**src/rtl/ser_pkg.sv**
```systemverilog
// ============================================================================
//  Module   : ser_pkg
//  Purpose  : Shared definitions for the serial bit source: FSM state
//             encodings and the bit-counter width helper.
//  Revision : 1.0  initial release
// ============================================================================
`default_nettype none

package ser_pkg;

   // FSM state encodings (ST_PAR is only reachable when SER_PARITY_EN is set)
   localparam logic [1:0] ST_IDLE  = 2'd0;
   localparam logic [1:0] ST_SHIFT = 2'd1;
   localparam logic [1:0] ST_PAR   = 2'd2;

   // Counter width able to hold 0..WIDTH, which covers a frame that carries
   // an extra parity bit after the WIDTH data bits.
   function automatic int cnt_w(input int width);
      return $clog2(width + 1);
   endfunction

endpackage : ser_pkg

`default_nettype wire

```
**src/rtl/serial_bit_source_bit_counter.sv**
```systemverilog
// ============================================================================
//  Module   : bit_counter
//  Purpose  : Bit position counter for the serializer. Supports synchronous
//             clear, load and increment; flags the last bit position
//             (FRAME_LEN-1) combinationally.
//  Revision : 1.0  initial release
// ============================================================================
`default_nettype none

module bit_counter #(
   parameter int CNT_W     = 4,
   parameter int FRAME_LEN = 8
) (
   input  logic             clk,
   input  logic             rst,
   input  logic             clear,
   input  logic             load,
   input  logic [CNT_W-1:0] load_val,
   input  logic             inc,
   output logic [CNT_W-1:0] count,
   output logic             tc
);

   localparam logic [CNT_W-1:0] C_TC_VAL = CNT_W'(FRAME_LEN - 1);

   logic [CNT_W-1:0] count_q;
   logic [CNT_W-1:0] count_d;

   // Next-count selection: clear beats load, load beats increment
   always_comb begin
      count_d = count_q;
      if (clear) begin
         count_d = '0;
      end else if (load) begin
         count_d = load_val;
      end else if (inc) begin
         count_d = count_q + CNT_W'(1);
      end
   end

   // Count register with synchronous reset
   always_ff @(posedge clk) begin
      if (rst) begin
         count_q <= '0;
      end else begin
         count_q <= count_d;
      end
   end

   assign count = count_q;
   assign tc    = (count_q == C_TC_VAL);

endmodule : bit_counter

`default_nettype wire

```
**src/rtl/serial_bit_source.sv**
```systemverilog
// ============================================================================
//  Module   : serial_bit_source
//  Purpose  : Parallel-in / serial-out stage. Accepts a WIDTH-bit word over a
//             valid/ready handshake and emits it one registered bit per clock
//             on x_out, with bit_valid marking frame bits and done marking
//             the last bit. Back-to-back words stream with no idle gap.
//  Config   : SER_PARITY_EN - when defined, an even-parity bit (XOR of the
//             word) follows the data bits in state ST_PAR and becomes the
//             last bit of the frame.
//  Revision : 1.0  initial release
// ============================================================================
`default_nettype none

module serial_bit_source
   import ser_pkg::*;
#(
   parameter int WIDTH      = 8,
   parameter int MSB_FIRST  = 1,
   parameter bit IDLE_LEVEL = 1'b0
) (
   input  logic             clk,
   input  logic             rst,
   input  logic [WIDTH-1:0] din,
   input  logic             load_valid,
   output logic             load_ready,
   output logic             x_out,
   output logic             bit_valid,
   output logic             done,
   output logic [7:0]       frame_cnt
);

   localparam int CNT_W = cnt_w(WIDTH);
`ifdef SER_PARITY_EN
   localparam int FRAME_LEN = WIDTH + 1;
`else
   localparam int FRAME_LEN = WIDTH;
`endif

   // ---------------------------------------------------------------------
   // State
   // ---------------------------------------------------------------------
   logic [1:0]       state_q;
   logic [1:0]       state_d;
   logic [WIDTH-1:0] sr_q;        // bits still to be sent, next bit at the exit end
   logic [WIDTH-1:0] sr_d;
   logic             x_out_q;
   logic             x_out_d;
   logic [7:0]       frame_cnt_q;
   logic [7:0]       frame_cnt_d;
`ifdef SER_PARITY_EN
   logic             parity_q;
   logic             parity_d;
`endif

   // ---------------------------------------------------------------------
   // Bit counter interface
   // ---------------------------------------------------------------------
   logic [CNT_W-1:0] cnt;
   logic             cnt_tc;
   logic             cnt_clear;
   logic             cnt_load;
   logic             cnt_inc;

   // ---------------------------------------------------------------------
   // Handshake / frame status
   // ---------------------------------------------------------------------
   logic w_in_frame;
   logic w_last;
   logic w_accept;

   // Bit ordering helpers
   logic             w_first_bit;   // first bit of the incoming word
   logic [WIDTH-1:0] w_load_shift;  // incoming word with its first bit removed
   logic             w_next_bit;    // next bit waiting in the shift register
   logic [WIDTH-1:0] w_sr_shift;    // shift register after removing next bit

   generate
      if (MSB_FIRST != 0) begin : g_msb_first
         assign w_first_bit  = din[WIDTH-1];
         assign w_load_shift = {din[WIDTH-2:0], 1'b0};
         assign w_next_bit   = sr_q[WIDTH-1];
         assign w_sr_shift   = {sr_q[WIDTH-2:0], 1'b0};
      end else begin : g_lsb_first
         assign w_first_bit  = din[0];
         assign w_load_shift = {1'b0, din[WIDTH-1:1]};
         assign w_next_bit   = sr_q[0];
         assign w_sr_shift   = {1'b0, sr_q[WIDTH-1:1]};
      end
   endgenerate

   // A frame bit is on x_out whenever the FSM is outside IDLE; the counter
   // tracks which bit, so its terminal count marks the last frame bit.
   assign w_in_frame = (state_q != ST_IDLE);
   assign w_last     = w_in_frame & cnt_tc;
   assign load_ready = ~w_in_frame | w_last;
   assign w_accept   = load_valid & load_ready;

   // Next-state, datapath and counter-control decode
   always_comb begin
      state_d     = state_q;
      sr_d        = sr_q;
      x_out_d     = x_out_q;
      frame_cnt_d = frame_cnt_q;
      cnt_clear   = 1'b0;
      cnt_load    = 1'b0;
      cnt_inc     = 1'b0;
`ifdef SER_PARITY_EN
      parity_d    = parity_q;
`endif

      // A frame completes at the edge that ends its last-bit cycle,
      // regardless of whether a new word is accepted at the same edge.
      if (w_last) begin
         frame_cnt_d = frame_cnt_q + 8'd1;
      end

      if (w_accept) begin
         // New word: first bit goes straight to x_out, the rest is queued.
         state_d  = ST_SHIFT;
         sr_d     = w_load_shift;
         x_out_d  = w_first_bit;
         cnt_load = 1'b1;
`ifdef SER_PARITY_EN
         parity_d = ^din;
`endif
      end else if (w_last) begin
         // Frame ends with nothing waiting: return the line to idle.
         state_d   = ST_IDLE;
         x_out_d   = IDLE_LEVEL;
         cnt_clear = 1'b1;
      end else if (w_in_frame) begin
         cnt_inc = 1'b1;
`ifdef SER_PARITY_EN
         if (cnt == CNT_W'(WIDTH - 1)) begin
            // All data bits sent; the parity bit closes the frame.
            state_d = ST_PAR;
            x_out_d = parity_q;
         end else begin
            x_out_d = w_next_bit;
            sr_d    = w_sr_shift;
         end
`else
         x_out_d = w_next_bit;
         sr_d    = w_sr_shift;
`endif
      end
   end

   // State and datapath registers; reset aborts any frame in flight
   always_ff @(posedge clk) begin
      if (rst) begin
         state_q     <= ST_IDLE;
         sr_q        <= '0;
         x_out_q     <= IDLE_LEVEL;
         frame_cnt_q <= 8'd0;
`ifdef SER_PARITY_EN
         parity_q    <= 1'b0;
`endif
      end else begin
         state_q     <= state_d;
         sr_q        <= sr_d;
         x_out_q     <= x_out_d;
         frame_cnt_q <= frame_cnt_d;
`ifdef SER_PARITY_EN
         parity_q    <= parity_d;
`endif
      end
   end

   // Bit position within the current frame
   bit_counter #(
      .CNT_W     (CNT_W),
      .FRAME_LEN (FRAME_LEN)
   ) u_bit_counter (
      .clk      (clk),
      .rst      (rst),
      .clear    (cnt_clear),
      .load     (cnt_load),
      .load_val ({CNT_W{1'b0}}),
      .inc      (cnt_inc),
      .count    (cnt),
      .tc       (cnt_tc)
   );

   assign x_out     = x_out_q;
   assign bit_valid = w_in_frame;
   assign done      = w_last;
   assign frame_cnt = frame_cnt_q;

endmodule : serial_bit_source

`default_nettype wire

```
**config.mk**
```make
export PLATFORM = sky130hd
export DESIGN_NAME = serial_bit_source
export DESIGN_NICKNAME = d
export VERILOG_FILES = /design/src/rtl/ser_pkg.sv /design/src/rtl/serial_bit_source_bit_counter.sv /design/src/rtl/serial_bit_source.sv
export SDC_FILE = /design/constraint.sdc
export NUM_CORES = 1
export LEC_CHECK = 0
export CORE_MARGIN = 4
export CORE_UTILIZATION = 47
export CTS_CLUSTER_DIAMETER = 100
export CTS_CLUSTER_SIZE = 10
export DETAILED_ROUTE_END_ITERATION = 8
export GPL_TIMING_DRIVEN = 0
export PLACE_DENSITY = 0.82
export REMOVE_ABC_BUFFERS = 1
export SYNTH_ARGS = -nofsm -noshare
export SYNTH_HDL_FRONTEND = slang
export SYNTH_SLANG_ARGS = --single-unit
```
**constraint.sdc**
```tcl
create_clock -name clk -period 2.3 [get_ports clk]
set_clock_uncertainty 0.15 [all_clocks]
set_input_delay 0.46 -clock clk [delete_from_list [all_inputs] [get_ports clk]]
set_output_delay 0.46 -clock clk [all_outputs]
set_load 0.005 [all_outputs]
```
==> results.tsv <==
stage	metric	value	unit
clock_network	Post-CTS Hold Fix Bufs	0	
synth	syn_area_per_cell	9.09	µm²
timing	Max Slew Vio Count	0	
detailed_routing	DR vias/cell	5.81	
place	hpwl dp	1610	µm
worst_hold_path	Hold Path Class	reg2reg	
final_layout	nets	143	
setup_path	worst endpoint required time	1.69	ns
floorplanning	die area	2840	µm²
setup_path	CP arrival	1.60	ns
final_layout	antenna cells	0	
floorplanning	DIE WIDTH	53.3	µm
detailed_routing	wire per inst	14.1	µm
synth	post-synthesis cell area	963	µm²
power	Peak VDD IR	0.349	mV
synth	flops & latches, synth	21	
grt	number of global-route vias before repair	898	
timing	Slew @ Worst Pin	0.756	ns
timing	headroom to the max-slew limit	0.494	
grt	initial antenna violation count	0	
setup_path	CP Launch Type	register	
power	LEAKAGE	0.488	nW
floorplanning	Rows	16	
clock_network	CTS tree	yes	
worst_hold_path	Hold Startpoint	frame_cnt[7]	
detailed_routing	via count	907	
clock_network	CTS buffer count	3	
timing	WHS	0.336	ns
synth	post-synth top area cell	dfxtp_1	
power	P per Cell Area	501	nW/µm²
run_status	status	finished, final reports clean	
synth	area share of the largest cell type after synthesis	0.436	
clock_network	Max clock buf depth	2	
floorplanning	starting density of the core	0.491	
grt	global-route wire length before repair	3760	µm
setup_path	Setup crit start	u_bit_counter.count[0]	
synth	ranking of synthesized cells by area	dfxtp_1 44%, mux2i_1 7.3%, a211oi_1 6.2%, a21oi_1 5.2%, o31ai_1 3.9%	
final_layout	final core utilization	0.647	
timing	Final TNS setup	0	ns
floorplanning	Core ar.	1960	µm²
clock_network	clk sink count	21	
floorplanning	die height	53.3	µm
grt	total grt overflow	0	
timing	post-layout min period	2.21	ns
detailed_routing	drt first pass iters	4	
floorplanning	I/O pins	23	
grt	largest net degree at the start of global routing	22	
clock_network	htree depth	1	
place	routability congestion estimate from global placement	0.734	
timing	Final Hold Viols	0	
synth	most frequent cell after synthesis	dfxtp_1	
clock_network	clk_lat worst skew	0.29	ns
timing	crit share post-route	0.960	
timing	Max Fclk	453	MHz
detailed_routing	WL final	2210	µm
synth	Distinct cells, synth	27	
setup_path	Worst Setup End Kind	output pin	
final_layout	Layout area overhead	31.8	%
setup_path	WS Path Type	reg2out	
timing	Final setup viols	0	
place	I/O Buffers	22	
synth	Post-synth EDFFs	0	
synth	Post-Synthesis Cells	106	
detailed_routing	Post-DRT Antenna Nets	0	
synth	sequential area share after synthesis	0.436	
setup_path	CP Max Fanout	4	
clock_network	root buffer cell	clkbuf_4	
synth	synth cell count leaders	21 x dfxtp_1, 10 x a21oi_1, 8 x a211oi_1	
synth	Post-synth ARST share	0	
detailed_routing	DRC	0	
final_layout	layout cells sized above 1	0.0930	
synth	ys flop type	dfxtp_1	
synth	Ys Warns	0	
clock_network	Worst-path clk slew	0.11	ns
setup_path	r2r setup slk	0.55	ns
detailed_routing	initial drt markers	12	
flow_run	max cap viols	0	
grt	total track usage	0.176	
setup_path	Reg-to-Reg Start	state_q[0]	
per-layer routing:
layer  share of wire  track usage  vias up
li1                -            -      447
met1            0.41        0.201      435
met2            0.54        0.329       25
met3           0.050       0.0338        0
met4               0       0.0426        0
met5               0            0        -
critical path, stage by stage, from the launching register on:
cell and delay, ns:
dfxtp_4 0.39, ha_4 0.17, nand3b_1 0.14, nand2_2 0.12
clkdlybuf4s50_1 0.50
sequential cells by signal, indices dropped and copies added (netlist names):
signal,cells
x_out,1
u_bit_counter.count,4
state_q,1
frame_cnt,8
sr_q,7
kinds of logic (layout without fill, tap and decap cells):
group                      count (synthesis)  count (layout)  share of synthesized area
AOI/OAI and AO/OA                         28              28                      0.188
xor gates and xnor gates                   2               2                     0.0182
adders and majority gates                  2               2                     0.0260
buffers and inverters                     10              33                     0.0428
DFF                                       21              21                      0.436
muxes                                      7               7                     0.0727
and+or+nand+nor                           36              36                      0.216
final cells by class:
cell class                      instances  area (µm²)
Fill cell                             198         692
Multi-Input combinational cell         75         526
Sequential cell                        21         427
Timing Repair Buffer                   25         243
Tap cell                               27        33.8
Clock buffer                            4        26.3
Inverter                                4        15.0
power breakdown:
| part | internal (W) | switching (W) |
|---|---|---|
| Clock | 0.0000673 | 0.000102 |
| Combinational | 0.0000423 | 0.0000311 |
| Sequential | 0.000378 | 0.0000146 |
worst paths after layout:
kind / to / depth (start not counted)
worst max-delay path: load_ready / 4
worst min-delay path: frame_cnt[7] / 2
worst min register to register: frame_cnt[7] / 2
worst max register to register: frame_cnt[5] / 4
what timing repair did:
item | CTS | global route
endpoints found under the setup margin | 2 | 2
resized for setup | 4 | 4
setup buffers | 3 | 0
gates cloned | 0 | 0
hold endpoints to repair | 0 | 0
per-stage QoR:
stage               setup slack [ns]  power [W]  area (µm²)  std cells
floorplan                      0.532   0.000428         937        100
global placement              0.0712   0.000467        1190        149
detailed placement           -0.0206   0.000470        1190        149
CTS                           0.0155   0.000642        1250        156
global route                -0.00920   0.000668        1270        156
finish                        0.0928   0.000636        1270        156
cells in the final DEF (no fill, tap or decap), drive strengths merged:
cell type,netlist,final
and3b,1,1
or3,2,2
a32oi,1,1
o21ai,1,1
dfxtp,21,21
nor3,7,7
a31oi,2,2
or4,5,5
a21oi,10,10
and3,1,1
nor2,5,5
nor3b,1,1
nand4,1,1
buf,3,3
a211oi,8,8
clkdlybuf4s50,0,22
nand3b,2,2
nand2,7,7
o211ai,1,1
clkbuf,3,4
xor2,2,2
nand3,2,2
ha,2,2
nand4b,2,2
o31ai,5,5
mux2i,7,7
inv,4,4
(Power assumes the default switching activity.)
